<file path="src/rtl/pixel_arb_pkg.sv">
// Purpose : shared widths, state encoding and defaults for the pixel port arbiter.
// Latency : n/a (types and constants only).
// Backpr. : n/a.
package pixel_arb_pkg;

  localparam int X_W         = 8;
  localparam int Y_W         = 7;
  localparam int COL_W       = 3;
  localparam int TIMEOUT_DEF = 1023;

  typedef enum logic {
    IDLE  = 1'b0,
    BURST = 1'b1
  } arb_state_t;

endpackage

</file>
<file path="src/rtl/pixel_port_arbiter_rr_pick.sv">
// Purpose : combinational round-robin picker; first set req bit at or above ptr, wrapping.
// Latency : 0 cycles (pure combinational).
// Backpr. : none; the caller decides when the pick is used.
// Ports   : req (level requests), ptr (search start index),
//           win_onehot / win_idx (winner), win_vld (any request present).
module rr_pick #(
  parameter int N_REQ = 3,
  parameter int PTR_W = 2
) (
  input  logic [N_REQ-1:0] req,
  input  logic [PTR_W-1:0] ptr,
  output logic [N_REQ-1:0] win_onehot,
  output logic [PTR_W-1:0] win_idx,
  output logic             win_vld
);

  int w_j;

  always_comb begin
    win_onehot = '0;
    win_idx    = '0;
    win_vld    = 1'b0;
    w_j        = 0;
    for (int off = 0; off < N_REQ; off++) begin
      // Candidate index is ptr+off modulo N_REQ; one subtraction suffices
      // because both ptr and off are below N_REQ.
      w_j = int'(ptr) + off;
      if (w_j >= N_REQ) begin
        w_j = w_j - N_REQ;
      end
      if (!win_vld && req[w_j]) begin
        win_vld         = 1'b1;
        win_onehot[w_j] = 1'b1;
        win_idx         = PTR_W'(w_j);
      end
    end
  end

endmodule

</file>
<file path="src/rtl/pixel_port_arbiter.sv">
// Purpose : shares the VGA adapter pixel write port between N_REQ renderers, round-robin, burst-held grant.
// Latency : request->grant 1 edge; accepted beat->vga_* 1 edge; one IDLE bubble between bursts.
// Backpr. : only the granted requester's px_valid is accepted; others wait on gnt (no preemption).
// Ports   : clk, resetn (async active-low), frame_start (resets RR pointer),
//           req/px_valid/px_last/px_x/px_y/px_colour (per requester, packed),
//           gnt (one-hot, registered), vga_x/vga_y/vga_colour/vga_plot (registered pixel),
//           busy (in BURST), timeout_err (sticky watchdog flag).
// Config  : define ARB_WATCHDOG_EN to build the stall watchdog (TIMEOUT cycles without a beat
//           revokes the grant); otherwise timeout_err is tied low.
module pixel_port_arbiter
  import pixel_arb_pkg::*;
#(
  parameter int N_REQ   = 3,
  parameter int TIMEOUT = TIMEOUT_DEF
) (
  input  logic                   clk,
  input  logic                   resetn,
  input  logic                   frame_start,
  input  logic [N_REQ-1:0]       req,
  input  logic [N_REQ-1:0]       px_valid,
  input  logic [N_REQ-1:0]       px_last,
  input  logic [N_REQ*X_W-1:0]   px_x,
  input  logic [N_REQ*Y_W-1:0]   px_y,
  input  logic [N_REQ*COL_W-1:0] px_colour,
  output logic [N_REQ-1:0]       gnt,
  output logic [X_W-1:0]         vga_x,
  output logic [Y_W-1:0]         vga_y,
  output logic [COL_W-1:0]       vga_colour,
  output logic                   vga_plot,
  output logic                   busy,
  output logic                   timeout_err
);

  localparam int PTR_W = (N_REQ > 1) ? $clog2(N_REQ) : 1;

  arb_state_t       r_state, w_state_nxt;
  logic [PTR_W-1:0] r_ptr, w_ptr_nxt;
  logic [PTR_W-1:0] r_gidx, w_gidx_nxt;
  logic [N_REQ-1:0] r_gnt, w_gnt_nxt;
  logic [X_W-1:0]   r_vga_x, w_vga_x_nxt;
  logic [Y_W-1:0]   r_vga_y, w_vga_y_nxt;
  logic [COL_W-1:0] r_vga_col, w_vga_col_nxt;
  logic             r_vga_plot, w_vga_plot_nxt;

  logic [N_REQ-1:0] w_pick_oh;
  logic [PTR_W-1:0] w_pick_idx;
  logic             w_pick_vld;

  // Signals of the currently granted requester (r_gidx is only meaningful in BURST).
  logic             w_beat, w_last, w_req_g;
  logic [X_W-1:0]   w_sel_x;
  logic [Y_W-1:0]   w_sel_y;
  logic [COL_W-1:0] w_sel_col;

  assign w_beat    = px_valid[r_gidx];
  assign w_last    = px_last[r_gidx];
  assign w_req_g   = req[r_gidx];
  assign w_sel_x   = px_x[X_W*int'(r_gidx) +: X_W];
  assign w_sel_y   = px_y[Y_W*int'(r_gidx) +: Y_W];
  assign w_sel_col = px_colour[COL_W*int'(r_gidx) +: COL_W];

  function automatic logic [PTR_W-1:0] f_next_ptr(input logic [PTR_W-1:0] idx);
    if (int'(idx) >= N_REQ - 1) begin
      return '0;
    end else begin
      return idx + 1'b1;
    end
  endfunction

  rr_pick #(
    .N_REQ (N_REQ),
    .PTR_W (PTR_W)
  ) u_rr_pick (
    .req        (req),
    .ptr        (r_ptr),
    .win_onehot (w_pick_oh),
    .win_idx    (w_pick_idx),
    .win_vld    (w_pick_vld)
  );

`ifdef ARB_WATCHDOG_EN
  localparam int CNT_W = $clog2(TIMEOUT + 1);

  logic [CNT_W-1:0] r_wd_cnt, w_wd_cnt_nxt;
  logic             r_timeout_err, w_timeout_err_nxt;
  logic             w_wd_fire;

  // Fires on the stall cycle that brings the counter to TIMEOUT, so the grant
  // is revoked on that same edge.
  assign w_wd_fire = (r_state == BURST) && !w_beat && (r_wd_cnt == CNT_W'(TIMEOUT - 1));
`endif

  always_comb begin
    w_state_nxt    = r_state;
    w_ptr_nxt      = r_ptr;
    w_gidx_nxt     = r_gidx;
    w_gnt_nxt      = r_gnt;
    w_vga_x_nxt    = r_vga_x;
    w_vga_y_nxt    = r_vga_y;
    w_vga_col_nxt  = r_vga_col;
    w_vga_plot_nxt = 1'b0;
`ifdef ARB_WATCHDOG_EN
    w_wd_cnt_nxt      = r_wd_cnt;
    w_timeout_err_nxt = r_timeout_err;
`endif

    case (r_state)
      IDLE: begin
        if (w_pick_vld) begin
          w_state_nxt = BURST;
          w_gnt_nxt   = w_pick_oh;
          w_gidx_nxt  = w_pick_idx;
          w_ptr_nxt   = f_next_ptr(w_pick_idx);
`ifdef ARB_WATCHDOG_EN
          w_wd_cnt_nxt = '0;
`endif
        end
      end

      BURST: begin
        if (w_beat) begin
          w_vga_plot_nxt = 1'b1;
          w_vga_x_nxt    = w_sel_x;
          w_vga_y_nxt    = w_sel_y;
          w_vga_col_nxt  = w_sel_col;
        end
        // Last beat or a dropped request both end the burst; a beat seen in the
        // abort cycle has already been written above.
        if ((w_beat && w_last) || !w_req_g) begin
          w_state_nxt = IDLE;
          w_gnt_nxt   = '0;
        end
`ifdef ARB_WATCHDOG_EN
        if (w_beat) begin
          w_wd_cnt_nxt = '0;
        end else if (w_wd_fire) begin
          w_state_nxt       = IDLE;
          w_gnt_nxt         = '0;
          w_ptr_nxt         = f_next_ptr(r_gidx);
          w_timeout_err_nxt = 1'b1;
          w_wd_cnt_nxt      = '0;
        end else begin
          w_wd_cnt_nxt = r_wd_cnt + 1'b1;
        end
`endif
      end

      default: begin
        w_state_nxt = IDLE;
        w_gnt_nxt   = '0;
      end
    endcase

    // Frame start always wins over a pointer update from a grant or timeout.
    if (frame_start) begin
      w_ptr_nxt = '0;
    end
  end

  always_ff @(posedge clk or negedge resetn) begin
    if (!resetn) begin
      r_state    <= IDLE;
      r_ptr      <= '0;
      r_gidx     <= '0;
      r_gnt      <= '0;
      r_vga_x    <= '0;
      r_vga_y    <= '0;
      r_vga_col  <= '0;
      r_vga_plot <= 1'b0;
    end else begin
      r_state    <= w_state_nxt;
      r_ptr      <= w_ptr_nxt;
      r_gidx     <= w_gidx_nxt;
      r_gnt      <= w_gnt_nxt;
      r_vga_x    <= w_vga_x_nxt;
      r_vga_y    <= w_vga_y_nxt;
      r_vga_col  <= w_vga_col_nxt;
      r_vga_plot <= w_vga_plot_nxt;
    end
  end

`ifdef ARB_WATCHDOG_EN
  always_ff @(posedge clk or negedge resetn) begin
    if (!resetn) begin
      r_wd_cnt      <= '0;
      r_timeout_err <= 1'b0;
    end else begin
      r_wd_cnt      <= w_wd_cnt_nxt;
      r_timeout_err <= w_timeout_err_nxt;
    end
  end

  assign timeout_err = r_timeout_err;
`else
  assign timeout_err = 1'b0;
`endif

  assign gnt        = r_gnt;
  assign vga_x      = r_vga_x;
  assign vga_y      = r_vga_y;
  assign vga_colour = r_vga_col;
  assign vga_plot   = r_vga_plot;
  assign busy       = (r_state == BURST);

endmodule

</file>
<file path="config.mk">
export PLATFORM = sky130hd
export DESIGN_NAME = pixel_port_arbiter
export DESIGN_NICKNAME = d
export VERILOG_FILES = /design/src/rtl/pixel_arb_pkg.sv /design/src/rtl/pixel_port_arbiter_rr_pick.sv /design/src/rtl/pixel_port_arbiter.sv
export SDC_FILE = /design/constraint.sdc
export NUM_CORES = 1
export LEC_CHECK = 0
export BUFFER_PORTS_ARGS = -buffer_cell sky130_fd_sc_hd__buf_2
export CORE_UTILIZATION = 46
export DETAILED_ROUTE_END_ITERATION = 8
export PLACE_DENSITY = 0.8
export SYNTH_ARGS = -nofsm -noshare
export SYNTH_HDL_FRONTEND = slang
export SYNTH_HIERARCHICAL = 1
export SYNTH_SLANG_ARGS = --single-unit
</file>
<file path="constraint.sdc">
create_clock -name clk -period 2.99 [get_ports clk]
set_input_delay 0.598 -clock clk [delete_from_list [all_inputs] [get_ports clk]]
set_output_delay 0.598 -clock clk [all_outputs]
set_load 0.01 [all_outputs]
</file>
-- Word-level counts from Yosys, hierarchy flattened
Index checks and enable logic that the tools add are counted.
- mux-type cells: 45
- div/mod/pow operators: 0
- shifts and indexed selects: 3
- eq/ne operators: 3
- order comparisons: 11
- multiply operators: 2
- bitwise operators: 3
- reductions and logical operators: 15
- add/subtract/negate cells: 6
- operators with widths (operator ; count):
    32-bit by 1-bit >= comparator with 1-bit output, second input constant ; 3
    32-bit by 4-bit less-than comparator with 1-bit output, second input constant ; 3
    32-bit 2-to-1 mux ; 3
    32-bit by 3-bit >= comparator with 1-bit output, second input constant ; 2
    32-bit by 3-bit subtractor with 32-bit output, second input constant ; 2
    24-bit by 6-bit variable part select with 8-bit output ; 1
    21-bit by 6-bit variable part select with 7-bit output ; 1
    1-bit 2-to-1 mux ; 19
    3-bit 2-to-1 mux ; 5
    2-bit 2-to-1 mux ; 7
    1-bit binary-select mux with 2-bit select ; 6
    9-bit by 5-bit variable part select with 3-bit output ; 1
    2-bit AND reduction ; 4
    1-bit demux with 2-bit select ; 3
    1-bit logical AND ; 6
    3-bit bitwise OR ; 2
    3-bit case mux with 2 select lines ; 1
    3-bit by 2-bit multiplier with 5-bit output, first input constant ; 1
    2-bit >= comparator, second input constant ; 2
    2-bit by 2-bit multiplier with 4-bit output, first input constant ; 1
    2-bit by 1-bit != test with 1-bit output, second input constant ; 2
    2-bit by 1-bit adder with 3-bit output, second input constant ; 1
    2-bit by 2-bit adder with 3-bit output, second input constant ; 1
    1-bit logical NOT ; 3
    8 further kinds ; 8
- memory bits (writable): 0
- bits in registers: 27
- bits in latches: 0
- logic and storage cells: 96
- memories kept: 0
- input bits: 66
- ROM bits: 0

-- Logic depth before layout (Yosys ltp)
Gate-level depths: netlist (run 1).
- word-level depth: 17
- gate-level depth with buffers: 12
- depth with buffers taken out: 10

-- By module
Netlist (run 1), hierarchy kept.
- by module, submodules not included (module ; seq. area each (um2) ; cells each ; instances ; area each (um2)):
    pixel_port_arbiter ; 675.6 ; 160 ; 1 ; 1462.7
    rr_pick ; 0.0 ; 52 ; 1 ; 381.6

-- Least setup slack after synthesis (run 1)
Ideal clock, no wire load.
- kind: flip-flop to flip-flop
- from: register r_ptr[0]
- to: register r_gnt[0], in the netlist gnt[0]
- path slack: 0.812 ns
- arrival: 2.051 ns
- cell stages (with the launch flop): 11
- data required time: 2.863 ns
- setup time: 0.127 ns
- path through: dfrtp_1 inv_1 ha_1 clkbuf_8 a22o_2 a211oi_1 o21bai_1 nand2b_1 clkbuf_1 nand2_2 mux2_1
- longest elaborated chain between the ends: 14
- elaborated cells on any way between the ends: 51
- RTL lines (element ; line ; text):
    from (decl) ; pixel_port_arbiter.sv:37 ; logic [PTR_W-1:0] r_ptr, w_ptr_nxt;
    from (signal assigned) ; pixel_port_arbiter.sv:172 ; r_ptr <= w_ptr_nxt;
    parallel branches: the longest is 11 deep, another holds 32-bit by 3-bit subtractor with 32-bit output ; - ;
    1-bit 2-to-1 mux * ; pixel_port_arbiter_rr_pick.sv:31 ; if (!win_vld && req[w_j]) begin
    named net w_pick_vld ; pixel_port_arbiter.sv:47 ; logic w_pick_vld;
    2-bit by 1-bit != test with 1-bit output (no source line) * ; - ;
    2-bit AND reduction (no source line) * ; - ;
    to (signal assigned) ; pixel_port_arbiter.sv:174 ; r_gnt <= w_gnt_nxt;
    to (decl) ; pixel_port_arbiter.sv:39 ; logic [N_REQ-1:0] r_gnt, w_gnt_nxt;
Mark *: on every way through the listed nets, which the timed path passes. The select of a mux whose other input is x is not followed.
A chain may end at the register's enable or synchronous reset.

-- Worst setup path in the final report (run 1)
- from: register r_ptr[1]
- to: register r_gnt[1], in the netlist gnt[1]
Same word-level chain as after synthesis.

==> results of run 1 <==
-- worst reg2reg max path, delay by kind of cell (launching register included) --
| kind | cells | cell delay, ns |
|---|---|---|
| compound gates | 1 | 0.19 |
| fa+ha+maj | 1 | 0.38 |
| buf+inv | 1 | 0.09 |
| flops | 1 | 0.42 |
| mux | 3 | 0.78 |
| simple gates | 2 | 0.39 |
-- sequential cells by signal (all words and copies together) (netlist names) --
| register | count |
|---|---|
| gnt | 3 |
| r_gidx | 2 |
| vga_y | 7 |
| vga_x | 8 |
| busy | 1 |
| vga_colour | 3 |
| vga_plot | 1 |
| r_ptr | 2 |
-- per-layer routing --
metal,global-route usage (%),vias to the layer above,routed length [um]
li1,-,900,-
met1,26.71,800,1885
met2,37.50,49,2253
met3,3.125,2,185
met4,4.076,0,22
met5,0,-,0
-- area by class of cell --
type                    instances  share of cell area [%]
well taps                      48                   2.579
multi-input cells             163                   44.81
clock buffers                   4                   1.934
repair buffers                 93                   20.53
flip-flops and latches         27                   29.02
inverters                       7                   1.128
-- cell usage in the layout, fill, tap and decap left out, types with 2 or more instances in the layout --
cell type and count:
buf_2 88, o2bb2ai_1 2, nand2_1 22, nand3_1 3
mux2i_4 2, nor2b_1 3, mux2_2 2, clkbuf_8 3
mux2i_1 22, nand2b_1 4, ha_1 4, dfrtp_1 27
nor3_1 2, buf_4 5, o21ai_0 19, nor2_1 25
mux2_1 2, inv_1 7, a21oi_1 27
-- worst paths after layout --
check,cells past startpoint,to,from
max in group asynchronous,1,r_ptr[0]$_DFFE_PN0P_,resetn
min reg2reg,2,vga_x[4]$_DFFE_PN0P_,vga_x[4]$_DFFE_PN0P_
max reg2reg,8,gnt[1]$_DFFE_PN0P_,r_ptr[1]$_DFFE_PN0P_
min in group clk,2,vga_x[4]$_DFFE_PN0P_,vga_x[4]$_DFFE_PN0P_
min,1,vga_y[0]$_DFFE_PN0P_,resetn
max,8,gnt[1]$_DFFE_PN0P_,r_ptr[1]$_DFFE_PN0P_
-- logic make-up (layout without fill, tap and decap cells) --
kind of cell	Yosys count	in the layout	share of synthesized area, %
AO/OA/AOI/OAI	63	63	20.29
adder cells (fa/ha/maj)	4	4	2.714
buffers and inverters	22	104	6.784
flip-flops	27	27	36.64
multiplexers	28	28	16.82
other	1	1	0.2033
AND/OR/NAND/NOR	67	67	16.55
-- power by group through the flow --
stage	clock (uW)	sequential, uW	combinational, uW
final	200	631	1250
after global routing	223	654	1400
after CTS	206	631	1260
after detailed placement	0	637	1250
after global placement	0	633	1230
after floorplan	0	695	856
-- per-stage QoR --
stage | cell area [um2] | total power [uW] | utilization, % | setup slack (ns)
final | 2328 | 2081 | 62.20 | 0.6318
after floorplan | 1844 | 1551 | - | 0.8116
after detailed placement | 2283 | 1891 | 61.00 | 0.6312
after CTS | 2328 | 2092 | 62.20 | 0.6177
after global routing | 2328 | 2280 | 62.20 | 0.4181
after global placement | 2283 | 1862 | 61.00 | 0.7131
==> reports/results.tsv, run 1 <==
metric	value	unit
DIE HEIGHT	65.32	um
Yosys reg bits	27	
Worst EP required	3.14	ns
post-cts gate resize count	0	
async set or reset register ratio after synthesis	100.0	%
die footprint	4267	um2
Critical Path Start Type	flip-flop	
Seq/Total Area, Yosys	36.64	%
Yosys Warn Count	6	
gr usage total	20.98	%
Power Internal	1163	uW
worst-path fanout max	9	
largest net degree at the start of global routing	28	
Hold Vio Cnt, Final	0	
DIE WIDTH	65.32	um
Non-Filler Instances	342	
clock buffer count from CTS	3	
PortBufs	88	
postcts setup bufs	0	
Sw Ratio	44.10	%
CTS tree	built	
Final Max Slew Viols	0	
CP delay by family, top	multiplexers	
vias in the first global route	1551	
clock latency on the worst-skew pair	0.27	ns
top cells by count, synth	a21oi_1 (27), dfrtp_1 (27), nor2_1 (25)	
Area Overhead vs Synth	26.25	%
CP Buf/Inv Count	1	
HP Class	input port to asynchronous set/reset pin	
Routed WL per cell	12.71	um
via count	1751	
Cells after DPL	338	
Nets	365	
Yosys top cell by area	dfrtp_1	
Initial Util	49.26	%
row cnt	22	
slowest stage delay, CP	0.42	ns
status	complete, no violations	
Worst-Margin Slew	0.6696	ns
post-route ant nets	0	
routed wire length	4346	um
Synth Flop Type	dfrtp_1	
Synth Area per Inst	8.699	um2
PwrDens	893.6	nW/um2
cells along the critical path	inv_1 > ha_1 > mux2i_4 > mux2i_4 > o21bai_1 > nand2b_1 > nand2_2 > mux2_1	
global-route wire length before repair	7031	um
CTS Hold Bufs	0	
Sink Count	27	
Register Area	675.6	um2
Synth cell types	45	
peak supply drop	0.4415	mV
minimum clock period after layout	2.358	ns
maxcap violations	0	
Hold Slack	0.3207	ns
sequential power share	30.3	%
top cell type's share of synthesized area	36.64	%
worst path arrival time	2.51	ns
total negative slack	0	ns
Max Clk Rate	424.1	MHz
core area	3744	um2
number of synthesized flops with an enable pin	0	
clock slew at reported path FFs	0.09	ns
initial antenna violation count	0	
GPL Wtd Cong	0.8559	
Leak Pwr	0.001157	uW
Slew headroom	55.25	%
Gate power share	60.1	%
post-synthesis cell count	212	
RSZ-0062 raised after global routing	false	
Root Buffer	clkbuf_8	
CTS max path bufs	2	
synthesized net count	282	
Synth area leaders	dfrtp_1 (37%), mux2i_1 (12%), a21oi_1 (7.3%)	
flop-to-flop setup slack	0.63	ns
most frequent CP cell	mux2i_4	
critical path class	flip-flop to flip-flop	
Multi-input gate area	1044	um2
CTS H-tree lvls	1	
Sw Pwr	917.5	uW
Slowest-stage cell, CP	dfrtp_1	
Final period util	78.87	%
Clk pwr share	9.6	%
# setup viols final	0	
grt total ovfl	0	
Initial DRT Pass Iterations	4	
ant diodes	0	
Post-Syn Area	1844	um2
DR vias/cell	5.120	
layout cells sized above 1	35.71	%
Residual DRC	0	
fillers	356	
CP endpoint kind	flip-flop	
Ports	90	
clock skew	0.002943	ns
DRC marker count from the first detailed-route iteration	60	
HPWL after DPL	3469	um
Power figures use the tool's default switching activity.
==> run 2: changes to the inputs <==
--- a/config.mk
+++ b/config.mk
@@ -5,6 +5,7 @@
 export SDC_FILE = /design/constraint.sdc
 export NUM_CORES = 1
 export LEC_CHECK = 0
+export ABC_AREA = 1
 export BUFFER_PORTS_ARGS = -buffer_cell sky130_fd_sc_hd__buf_2
 export CORE_UTILIZATION = 46
 export DETAILED_ROUTE_END_ITERATION = 8
==> constraint.sdc (replaced) <==
create_clock -name clk -period 2.2 [get_ports clk]
set_input_delay 0.44 -clock clk [delete_from_list [all_inputs] [get_ports clk]]
set_output_delay 0.44 -clock clk [all_outputs]
set_load 0.01 [all_outputs]
==> run 2 against run 1 <==
Effect of this change:
- synthesized area rose by 0.75%
- register-to-register slack worse by 0.43 ns
- first-iteration DRC count rose by 42%
- sequential cell count unchanged
- power up 42%
- cell area is 1.7% higher
- clock power up 35%
- core utilization increased by 0.61 points
- worst hold slack lost 0.17 ns
- combinational power increased by 44%
- clock skew is 0.0037 ns higher
- critical path type unchanged
- critical endpoint is now r_ptr[1]$_DFFE_PN0P_
- largest cell class unchanged
- largest power group unchanged
- highest routed layer unchanged
==> reports/results.tsv, run 2 <==
metric	value	unit
status	complete, no violations	
Final Max Slew Viols	0	
row cnt	22	
Ports	90	
core area	3771	um2
Nets	414	
xor/xnor share of the synthesized area	0	%
post-route ant nets	0	
GPL Wtd Cong	0.8577	
async set or reset register ratio after synthesis	100.0	%
Non-Filler Instances	391	
Hold Vio Cnt, Final	0	
Cells after DPL	387	
Seq/Total Area, Yosys	36.36	%
post-synthesis adder-cell area fraction	2.694	%
RSZ-0062 raised after global routing	false	
critical path class	flip-flop to flip-flop	
flop-to-flop setup slack	0.20	ns
die footprint	4297	um2
Synth cell types	29	
vias in the first global route	1624	
compound-cell area share of the yosys netlist	23.16	%
top cell type's share of synthesized area	36.36	%
PortBufs	88	
total negative slack	0	ns
CTS tree	built	
Yosys top cell by area	dfrtp_1	
overall power	2958	uW
Final period util	91.02	%
max reg flops	8	
maxcap violations	0	
most common cell in the netlist	nand2_1	
largest net degree at the start of global routing	38	
DR vias/cell	5.020	
DIE WIDTH	65.56	um
ant diodes	0	
CP endpoint kind	flip-flop	
# setup viols final	0	
Critical Path Start Type	flip-flop	
routed wire length	4534	um
Max Clk Rate	499.4	MHz
synthesized net count	330	
Root Buffer	clkbuf_8	
peak supply drop	0.5784	mV
HP Class	input port to asynchronous set/reset pin	
Post-Syn Area	1858	um2
Worst EP required	2.38	ns
global-route wire length before repair	7044	um
Yosys Warn Count	6	
HPWL after DPL	3573	um
post-synthesis cell count	260	
top cells by count, synth	nand2_1 (62), nor2_1 (42), dfrtp_1 (27)	
simple-gate share of the synthesized area	28.75	%
Leak Pwr	0.001217	uW
Sink Count	27	
Area Overhead vs Synth	27.47	%
Worst-Margin Slew	0.5657	ns
DIE HEIGHT	65.56	um
clock skew	0.006675	ns
Initial Util	49.27	%
clock slew at reported path FFs	0.09	ns
Yosys reg bits	27	
number of synthesized flops with an enable pin	0	
Synth Area per Inst	7.146	um2
initial antenna violation count	0	
Routed WL per cell	11.60	um
CTS max path bufs	2	
Residual DRC	0	
Slew headroom	62.29	%
clock latency on the worst-skew pair	0.27	ns
clock buffer count from CTS	3	
CTS Hold Bufs	0	
fillers	348	
layout cells sized above 1	36.15	%
most common cell after layout, fill and taps aside	buf_2	
minimum clock period after layout	2.002	ns
via count	1963	
DRC marker count from the first detailed-route iteration	85	
worst-path fanout max	9	
gr usage total	21.12	%
Synth Flop Type	dfrtp_1	
Worst setup startpoint	r_ptr[0]$_DFFE_PN0P_	
grt total ovfl	0	
Initial DRT Pass Iterations	4	
Reg-to-Reg Start	r_ptr[0]$_DFFE_PN0P_	
worst path arrival time	2.18	ns
most frequent cells in the layout	buf_2 (88), nand2_1 (61), nor2_1 (42)	
PwrDens	1249	nW/um2
largest family of logic cells by synthesized area	simple AND/OR/NAND/NOR gates	
mux contribution to synthesized area	0	%
Synth area leaders	dfrtp_1 (36%), nand2_1 (13%), nor2_1 (8.5%)	
CTS H-tree lvls	1	
==> run 2: final timing paths <==
| path | to | cells past startpoint |
|---|---|---|
| worst min-delay path | vga_x[3]$_DFFE_PN0P_ | 1 |
| max in group asynchronous | r_gidx[0]$_DFFE_PN0P_ | 1 |
| worst max-delay path | r_ptr[1]$_DFFE_PN0P_ | 9 |
| worst min register to register | vga_y[6]$_DFFE_PN0P_ | 2 |
| worst max register to register | r_ptr[1]$_DFFE_PN0P_ | 9 |
| min in group clk | r_ptr[0]$_DFFE_PN0P_ | 4 |
==> run 2: metrics by stage <==
stage               setup WS, ns  util (%)  area [um2]  hold WS [ns]
finish                    0.1975     62.81        2369        0.1535
global route             0.03667     62.81        2369        0.1971
CTS                      0.07145     62.51        2357        0.1715
detailed placement       0.09004     61.28        2311        0.4691
global placement          0.1567     61.28        2311        0.4664
floorplan                 0.2995         -        1858        0.1444
==> run 2: cell families after synthesis <==
kind of cell    count (synthesis)
fa+ha+maj                       4
compound gates                 62
other cells                     1
flops                          27
buf+inv                        37
simple gates                  129
==> run 2: cell type report <==
type	instances	area, um2	area share (%)
Multi-Input combinational cell	196	1028	43.42
Sequential cell	27	676.9	28.58
Timing Repair Buffer	91	462.9	19.55
Inverter	25	93.84	3.962
Tap cell	48	60.06	2.536
Clock buffer	3	41.29	1.743
Clock inverter	1	5.005	0.2113
==> run 2: repair_timing <==
item,in CTS,in global routing
gates resized for setup,0,4
endpoints found under the setup margin,0,7
hold endpoints to repair,0,0
buffers inserted,0,0
==> run 2: power breakdown <==
group	leakage [uW]	internal, uW	total, uW	switching (uW)
sequential	0.000314	731	884	153
combinational	0.000878	705	1800	1100
clock	0.0000255	127	271	145
total	0.00122	1560	2960	1400
==> run 2: layer usage <==
layer  routed length (um)  share of wire (%)  vias to the layer above  GRT usage [%]
met3                  227                5.0                        8          2.604
met1                 1991                 44                      882          26.10
met5                    0                  0                        -              0
met4                   78                1.7                        0          7.337
met2                 2238                 49                       72          37.50
li1                     -                  -                     1001              -
==> run 2: critical path: stages (launching register included) <==
cell and delay (ns):
dfrtp_1 0.41, inv_1 0.08, ha_2 0.39, inv_2 0.09, o31ai_4 0.27, or2_1 0.20, nand2_4 0.09, inv_1 0.13
nand2_1 0.08, o21ai_0 0.18
